$ cat config.mk
export PLATFORM = sky130hd
export DESIGN_NAME = uart_tx_feeder
export DESIGN_NICKNAME = d
export VERILOG_FILES = /design/src/rtl/uart_tx_feeder_pkg.sv /design/src/rtl/uart_byte_fifo.sv /design/src/rtl/uart_tx_feeder.sv
export SDC_FILE = /design/constraint.sdc
export NUM_CORES = 1
export LEC_CHECK = 0
export ABC_AREA = 1
export CELL_PAD_IN_SITES_DETAIL_PLACEMENT = 0
export CELL_PAD_IN_SITES_GLOBAL_PLACEMENT = 2
export CORE_AREA = 2 2 157 113
export DETAILED_ROUTE_END_ITERATION = 12
export DIE_AREA = 0 0 159 115
export GPL_TIMING_DRIVEN = 0
export PLACE_DENSITY_LB_ADDON = 0.25
export SYNTH_ARGS = -nofsm -noshare
export SYNTH_HDL_FRONTEND = slang
export SYNTH_SLANG_ARGS = --single-unit
$ cat constraint.sdc
create_clock -name CLK -period 5.8 [get_ports CLK]
set_input_delay 1.16 -clock CLK [delete_from_list [all_inputs] [get_ports CLK]]
set_output_delay 1.16 -clock CLK [all_outputs]
set_load 0.01 [all_outputs]
$ cat src/rtl/uart_tx_feeder_pkg.sv
// Shared definitions for the UART transmit feeder: FSM encoding and default sizing.
package uart_tx_feeder_pkg;

    // Default FIFO sizing; DEPTH must equal 2**ADDR_W.
    localparam int DEPTH_DEF  = 16;
    localparam int ADDR_W_DEF = 4;

    // Issue sequencer states, 3-bit encoding visible on the debug state port.
    typedef enum logic [2:0] {
        ST_IDLE      = 3'd0,
        ST_ISSUE     = 3'd1,
        ST_WAIT_ACT  = 3'd2,
        ST_WAIT_DONE = 3'd3,
        ST_GAP       = 3'd4
    } feeder_state_t;

endpackage

$ cat src/rtl/uart_byte_fifo.sv
// Synchronous byte FIFO with show-ahead read data, occupancy count and full/empty flags.
module uart_byte_fifo
    import uart_tx_feeder_pkg::*;
#(
    parameter int DEPTH  = DEPTH_DEF,
    parameter int ADDR_W = ADDR_W_DEF
) (
    input  logic              CLK,
    input  logic              RST,
    input  logic              wr_en,
    input  logic [7:0]        wr_byte,
    input  logic              rd_en,
    output logic [7:0]        rd_byte,
    output logic [ADDR_W:0]   count,
    output logic              full,
    output logic              empty
);

    localparam logic [ADDR_W:0] FULL_COUNT = DEPTH[ADDR_W:0];

    logic [7:0]        mem [DEPTH];
    logic [ADDR_W-1:0] wr_ptr;
    logic [ADDR_W-1:0] rd_ptr;
    logic              push_ok;
    logic              pop_ok;

    // Full is judged on the registered count, so a push while full is dropped even if a pop lands.
    assign full    = (count == FULL_COUNT);
    assign empty   = (count == '0);
    assign push_ok = wr_en && !full;
    assign pop_ok  = rd_en && !empty;
    assign rd_byte = mem[rd_ptr];

    // Pointers wrap naturally at DEPTH; count saturates by construction (push blocked when full).
    always_ff @(posedge CLK or posedge RST) begin
        if (RST) begin
            wr_ptr <= '0;
            rd_ptr <= '0;
            count  <= '0;
        end else begin
            if (push_ok) wr_ptr <= wr_ptr + 1'b1;
            if (pop_ok)  rd_ptr <= rd_ptr + 1'b1;
            case ({push_ok, pop_ok})
                2'b10:   count <= count + 1'b1;
                2'b01:   count <= count - 1'b1;
                default: count <= count;
            endcase
        end
    end

    // Storage array carries no reset; only pointers define which entries are live.
    always_ff @(posedge CLK) begin
        if (push_ok) mem[wr_ptr] <= wr_byte;
    end

endmodule

$ cat src/rtl/uart_tx_feeder.sv
// Byte FIFO plus issue sequencer feeding a UART_TX serializer in write order.
//
// UART_TX handshake: o_TX_DV is a 1-cycle request carrying o_TX_Byte. The serializer
// raises i_TX_Active while shifting and then holds i_TX_Done high for 2 cycles. A new
// request is only made when both Active and Done are low, so every DV is separated
// from the next by one Active rise and one Done fall.
module uart_tx_feeder
    import uart_tx_feeder_pkg::*;
#(
    parameter int DEPTH  = DEPTH_DEF,
    parameter int ADDR_W = ADDR_W_DEF
) (
    input  logic              CLK,
    input  logic              RST,
    input  logic              i_WR_EN,
    input  logic [7:0]        i_WR_Byte,
    output logic              o_Full,
    output logic              o_Empty,
    output logic [ADDR_W:0]   o_Count,
    output logic              o_Overflow,
    output logic              o_TX_DV,
    output logic [7:0]        o_TX_Byte,
    input  logic              i_TX_Active,
    input  logic              i_TX_Done,
    output logic [2:0]        o_State
);

    feeder_state_t state;
    logic [7:0]    head_byte;
    logic          pop;

    // Pop only from IDLE with data pending and the serializer fully quiet (covers reset mid-frame).
    assign pop     = (state == ST_IDLE) && !o_Empty && !i_TX_Active && !i_TX_Done;
    assign o_State = state;

    uart_byte_fifo #(
        .DEPTH  (DEPTH),
        .ADDR_W (ADDR_W)
    ) u_fifo (
        .CLK     (CLK),
        .RST     (RST),
        .wr_en   (i_WR_EN),
        .wr_byte (i_WR_Byte),
        .rd_en   (pop),
        .rd_byte (head_byte),
        .count   (o_Count),
        .full    (o_Full),
        .empty   (o_Empty)
    );

    // Dropped-push flag: one cycle after a push attempt that found the FIFO full.
    always_ff @(posedge CLK or posedge RST) begin
        if (RST) begin
            o_Overflow <= 1'b0;
        end else begin
            o_Overflow <= i_WR_EN && o_Full;
        end
    end

    // Issue sequencer: launch one byte, then track Active and the 2-cycle Done back to IDLE.
    always_ff @(posedge CLK or posedge RST) begin
        if (RST) begin
            state     <= ST_IDLE;
            o_TX_DV   <= 1'b0;
            o_TX_Byte <= 8'h00;
        end else begin
            o_TX_DV <= 1'b0;
            case (state)
                ST_IDLE: begin
                    if (pop) begin
                        o_TX_Byte <= head_byte;
                        o_TX_DV   <= 1'b1;
                        state     <= ST_ISSUE;
                    end
                end
                ST_ISSUE: begin
                    state <= ST_WAIT_ACT;
                end
                ST_WAIT_ACT: begin
                    if (i_TX_Active) state <= ST_WAIT_DONE;
                end
                ST_WAIT_DONE: begin
                    if (i_TX_Done) state <= ST_GAP;
                end
                ST_GAP: begin
                    if (!i_TX_Done) state <= ST_IDLE;
                end
                default: begin
                    state <= ST_IDLE;
                end
            endcase
        end
    end

endmodule

== After elaboration in Yosys (flattened, before gate mapping) ==
Memories as Yosys holds them, arrays and structs flattened. A register that Yosys moved wholly into a read port is not among the register bits.
Cells that the tools add are included.

* Bits in registers: 18
* RAM bits: 128
* Memories: 1

{| class="wikitable"
|+ Memory list
! name !! words !! bits a word !! read ports !! clocked after Yosys merged registers in !! write ports !! line !! RTL
|-
| u_fifo.mem || 16 || 8 || 1 || 1 || 1 || uart_byte_fifo.sv:21 || <nowiki>logic [7:0] mem [DEPTH];</nowiki>
|}

* Reduce and logical (&&, ||, !) cells: 15
* Add/subtract/negate cells: 4
* Multiplexer cells: 10
* Equal/unequal tests: 11

{| class="wikitable"
|+ Operators with widths
! operator !! count
|-
| $pmux W3 S5 || 1
|-
| $mux W3 || 4
|-
| $pmux W5 S2 || 1
|-
| $add A4 B1 Y4 const B || 2
|-
| $eq A3 B2 Y1 const B || 2
|-
| $logic_and A1 B1 Y1 || 6
|-
| $ne A2 B2 Y1 const B || 3
|-
| $add A5 B1 Y5 const B || 1
|-
| $eq A5 B5 Y1 const B || 1
|-
| $logic_not A5 Y1 || 1
|-
| $sub A5 B1 Y5 const B || 1
|-
| $logic_not A1 Y1 || 4
|-
| $mux W1 || 4
|-
| $reduce_and A4 Y1 || 1
|-
| $eq A3 B1 Y1 const B || 1
|-
| $eq A3 B3 Y1 const B || 1
|-
| $logic_not A3 Y1 || 1
|-
| $eq A2 B1 Y1 const B || 1
|-
| $eq A2 B2 Y1 const B || 1
|-
| $ne A2 B1 Y1 const B || 1
|-
| $reduce_and A2 Y1 || 1
|-
| $reduce_bool A2 Y1 || 1
|}

== Longest topological paths before layout ==
* Depth after elaboration: 8
* Gate-level depth with buffers: 16

== Hierarchy ==
Synthesis repeated with hierarchy kept, for this count alone.

* Cells, all modules: 696
* Area total of the unflattened synthesis: 6835.3 sq um

{| class="wikitable"
|+ By module, submodules not included
! module !! area an instance (sq um) !! cells each !! times used !! sequential area each (sq um)
|-
| uart_byte_fifo || 6237.2 || 625 || 1 || 4169.0
|-
| uart_tx_feeder || 598.1 || 71 || 1 || 325.3
|}

== Worst setup path after synthesis ==
No wires, ideal clock.

* Path kind: input port to flip-flop
* Start: input i_TX_Active
* End: register u_fifo.count[4]
* Setup time: 0.065 ns
* Path slack: 3.033 ns
* Arrival: 2.702 ns
* Stages on the path: 14
* Cell sequence: nor2_2 > nand2_2 > nor2_8 > buf_6 > ha_1 > xor2_1 > ha_1 > inv_1 > nand2_1 > nand3_1 > nand2_1 > xor2_1 > nand2_1 > nand2_1

* Cells in the longest elaborated chain, start to end: 6

{| class="wikitable"
|+ RTL lines
! item !! line !! RTL
|-
| start: declaration || uart_tx_feeder.sv:23 || <nowiki>input logic i_TX_Active,</nowiki>
|-
| $logic_not A1 Y1 * || uart_tx_feeder.sv:33 || <nowiki>assign pop = (state == ST_IDLE) && !o_Empty && !i_TX_Active && !i_TX_Done;</nowiki>
|-
| $logic_and A1 B1 Y1 * (2 in series) || uart_tx_feeder.sv:33 ||
|-
| $logic_and A1 B1 Y1 * || uart_byte_fifo.sv:31 || <nowiki>assign pop_ok = rd_en && !empty;</nowiki>
|-
| via u_fifo.pop_ok || uart_byte_fifo.sv:25 || <nowiki>logic pop_ok;</nowiki>
|-
| $eq A2 B1 Y1 / $eq A2 B2 Y1 (equally long branches) || uart_byte_fifo.sv:43 || <nowiki>case ({push_ok, pop_ok})</nowiki>
|-
| $pmux W5 S2 / $reduce_bool A2 Y1 (equally long branches) || n/a ||
|-
| end signal: assignment || uart_byte_fifo.sv:44 || <nowiki>2'b10: count <= count + 1'b1;</nowiki>
|-
| end signal: assignment || uart_byte_fifo.sv:45 || <nowiki>2'b01: count <= count - 1'b1;</nowiki>
|-
| end signal: assignment || uart_byte_fifo.sv:46 || <nowiki>default: count <= count;</nowiki>
|-
| end: declaration || uart_byte_fifo.sv:14 || <nowiki>output logic [ADDR_W:0] count,</nowiki>
|}

The timed path passes the listed nets; every way through them passes the cells marked *.
A chain may end at the register's enable or synchronous reset.

== Worst setup path after layout ==
Ends and elaborated chain as after synthesis.

==> results_tabular.tex <==
\begin{tabular}{lr}
\hline
Metric & Value \\
\hline
\multicolumn{2}{l}{\textbf{Run status}} \\
Result of the run & complete, no violations \\
\multicolumn{2}{l}{\textbf{Layout}} \\
Post-route core utilization & 0.486 \\
Total inserted antenna cells & 0 \\
Final-stage net count & $\sim$780 \\
Growth of design area from synthesis to finish & 17.5\% \\
Layout cell share with drive strength beyond 1 & 0.0888 \\
\multicolumn{2}{l}{\textbf{Clocking}} \\
CTS max path bufs & 2 \\
Clock slew at reported path FFs & 0.06 ns \\
H-Tree Level Count & 4 \\
Clock Tree Root & clkbuf\_16 \\
Clk sinks & approximately 150 \\
Worst-skew pair later-pin latency & 0.43 ns \\
Clock tree from TritonCTS & yes \\
Cells resized by post-CTS repair & 0 \\
Setup repair bufs after CTS & 0 \\
CTS buffer count & 17 \\
Hold-fix buffer count after cts & 0 \\
\multicolumn{2}{l}{\textbf{Logic synthesis}} \\
Async set or reset register ratio after synthesis & 0.169 \\
Average cell area after synthesis & about 9.9 um\^{}2 \\
Flip-flop and latch count after synthesis & about 150 \\
Yosys top cell by area & edfxtp\_1 \\
Post-synthesis instance area & 6960 um\^{}2 \\
Number of synthesized flops with an enable pin & 128 \\
Number of library cell types mapped by synthesis & 26 \\
Sequential element share of the synthesized area & 0.646 \\
Library cell with the highest instance count after synthesis & nand2\_1 \\
Cells after synthesis & around 700 \\
Share of Yosys cell area claimed by the top area cell type & 0.553 \\
Largest cells by area after synthesis & edfxtp\_1 (55\%), nand2\_1 (12\%), dfrtp\_1 (9.4\%), nand3\_1 (7.3\%), inv\_1 (6.6\%) \\
Most frequently used flop master after synthesis & edfxtp\_1 \\
YS warnings & 0 \\
Leading post-synthesis cells by instance count & nand2\_1 (231), edfxtp\_1 (128), inv\_1 (123), nand3\_1 (102), dfrtp\_1 (26) \\
Number of nets in the synthesized netlist & just over 700 \\
\multicolumn{2}{l}{\textbf{Die}} \\
Die width & 159 um \\
Starting density of the core & 0.414 \\
Die Y-Extent & approximately 120 um \\
Site Rows & 40 \\
Total Die Area & 18300 um\^{}2 \\
I/O Pins & 33 \\
Core footprint & between 15000 and 20000 um\^{}2 \\
\multicolumn{2}{l}{\textbf{GRT}} \\
Pin count of the biggest net entering global routing & 27 \\
Total congestion overflow after global routing & 0 \\
First-pass GRT wire length & around 27 mm \\
Number of antenna violations at the first check in global routing & 0 \\
Via count of the first global-routing pass & about 4600 \\
Global router's overall resource usage & 0.206 \\
\multicolumn{2}{l}{\textbf{Pwr}} \\
LEAKAGE & approximately 3.6 nW \\
Combinational cell fraction of total power & 0.365 \\
Cell Pwr Density & between 400 and 500 nW/um\^{}2 \\
Fraction of power spent switching nets & 0.376 \\
Maximum ir drop on the vdd rail & between 0.2 and 0.25 mV \\
Reg power frac & 0.361 \\
Internal Power & 0.00251 W \\
Switching component of the power & between 0.0015 and 0.002 W \\
Share of power burned in the clock network & 0.274 \\
\multicolumn{2}{l}{\textbf{Place}} \\
Final estimated routing congestion in global placement & between 0.8 and 0.9 \\
Half-perimeter wire length after detailed placement & $\sim$12 mm \\
Number of buffers added on ports & 32 \\
\multicolumn{2}{l}{\textbf{Setup path}} \\
Kind of end point of the critical path & flop \\
Maximum net fanout on the critical path & 11 \\
Slowest CP cell & clkdlybuf4s50\_1 \\
Cell occurring most often along the worst timing path & nand2\_1 \\
Arrival time at the worst endpoint & 3.50 ns \\
Crit path cell chain & clkdlybuf4s50\_1 > nor2\_2 > nand2\_2 > nor2\_8 > buf\_6 > ha\_1 > xor2\_1 > ha\_1 > inv\_1 > nand2\_1 > nand3\_1 > nand2\_1 > xor2\_1 > nand2\_1 > nand2\_1 \\
Critical path's largest stage delay & 0.44 ns \\
Worst Path Required & 6.17 ns \\
Critical path type & primary input to flop \\
Kind of launch point of the worst setup path & primary input \\
CP top delay family & simple AND/OR/NAND/NOR gates \\
CP Buf/Inv Count & 3 \\
\multicolumn{2}{l}{\textbf{Routing}} \\
Via/cell ratio & 4.81 \\
Final routed wirelength across all metal layers & approximately 18 mm \\
Average wire per cell in the routed design & around 18 um \\
Routed vias & roughly 4800 \\
First-pass DRT Iterations & 5 \\
DRC violations left & 0 \\
DRT antenna net count & 0 \\
DRC violation total after the first TritonRoute iteration & about 550 \\
\multicolumn{2}{l}{\textbf{Timing}} \\
Final-layout setup total negative slack & 0 ns \\
Transition time at the pin with the least slew margin & 1.39 ns \\
Final critical delay including setup and external delays & around 3.1 ns \\
Share of the clock period used by the worst path after layout & 0.540 \\
Worst slew margin relative to its limit & 0.0643 \\
Unrepaired setup endpoints after global routing & no \\
Highest attainable clock frequency & between 0.3 and 0.4 GHz \\
Final number of hold-violating endpoints & 0 \\
Final setup viols & 0 \\
Final worst clock skew & around 0.0077 ns \\
Final number of max-transition violations & 0 \\
Minimum hold slack & 0.476 ns \\
\multicolumn{2}{l}{\textbf{Flow run}} \\
Max Cap Violations & 0 \\
\multicolumn{2}{l}{\textbf{Worst hold path}} \\
Type of the most critical hold path & flop to flop \\
\hline
\end{tabular}
-- registers in the layout, indices dropped and copies added, names as in the netlist --
signal,count
o_TX_DV,1
u_fifo.wr_ptr,4
u_fifo.mem,128
o_State,3
u_fifo.rd_ptr,4
u_fifo.count,5
o_TX_Byte,8
o_Overflow,1
-- through the flow --
step	std cells	power, W	setup WS [ns]	area (um^2)
floorplan	701	0.00239	3.03	6960
global placement	964	0.00292	2.21	7560
detailed placement	965	0.00294	2.25	7570
CTS	997	0.00405	2.69	8160
global route	997	0.00428	2.53	8170
finish	997	0.00403	2.67	8170
-- worst paths after layout --
| check | depth (start not counted) | slack, ns | startpoint | end |
|---|---|---|---|---|
| hold / removal | 2 | 0.48 | o_TX_Byte[1] | o_TX_Byte[1] |
| min in group asynchronous | 2 | 1.34 | RST | o_TX_Byte[0] |
| setup / recovery | 15 | 2.67 | i_TX_Active | u_fifo.count[4] |
| hold reg to reg | 2 | 0.48 | o_TX_Byte[1] | o_TX_Byte[1] |
| setup reg to reg | 14 | 3.07 | u_fifo.count[0] | u_fifo.count[4] |
| max in group asynchronous | 2 | 3.78 | RST | u_fifo.rd_ptr[0] |
-- power groups by stage --
stage | combinational, W | clock [W] | sequential (W)
6_report | 0.00147 | 0.00111 | 0.00145
5_1_grt | 0.00164 | 0.00116 | 0.00147
4_1_cts | 0.00147 | 0.00112 | 0.00146
3_5_place_dp | 0.00146 | 0 | 0.00148
3_3_place_gp | 0.00144 | 0 | 0.00147
2_1_floorplan | 0.000909 | 0 | 0.00148
-- cell families after synthesis --
logic type	count (synthesis)	share of synthesized area
and+or+nand+nor	365	0.224
DFF	154	0.646
buffers and inverters	153	0.0930
AOI/OAI and AO/OA	10	0.00792
xor gates and xnor gates	10	0.0126
adders and majority gates	9	0.0162
-- metal layers --
metal / up-vias / routed length [um] / GRT usage
li1: 2352 / - / -
met1: 2276 / 9180 / 0.324
met2: 143 / 7170 / 0.288
met3: 20 / 1210 / 0.0346
met4: 0 / 268 / 0.0703
met5: - / 0 / 0
-- layout by cell type (no fill, tap or decap), types with 3 or more instances in the layout --
master,Yosys,final
nand2_1,231,231
clkbuf_16,0,17
inv_1,123,123
nor3_1,14,10
inv_6,0,3
ha_1,9,9
o21ai_0,6,6
clkdlybuf4s50_1,0,32
edfxtp_1,128,128
buf_6,5,5
nand3_1,102,102
nand2_2,3,3
clkinv_1,2,3
buf_2,16,17
nor3_2,0,4
clkinv_4,0,3
dfrtp_1,26,26
xor2_1,9,9
buf_4,4,4
nor2_1,9,9
-- area by class of cell --
class / instances / area [um^2]
Clock buffer: 19 / 443
Clock inverter: 13 / 141
Tap cell: 231 / 289
Inverter: 127 / 477
Buffer: 26 / 170
Multi-Input combinational cell: 394 / 1830
Fill cell: 1605 / 8640
Timing Repair Buffer: 33 / 325
Sequential cell: 154 / 4490
-- worst min-delay path, stage by stage (launching register included) --
cell and delay (ns):
dfrtp_1 0.34, nand2_1 0.05, nand2_1 0.05
Power figures use the tool's default switching activity.
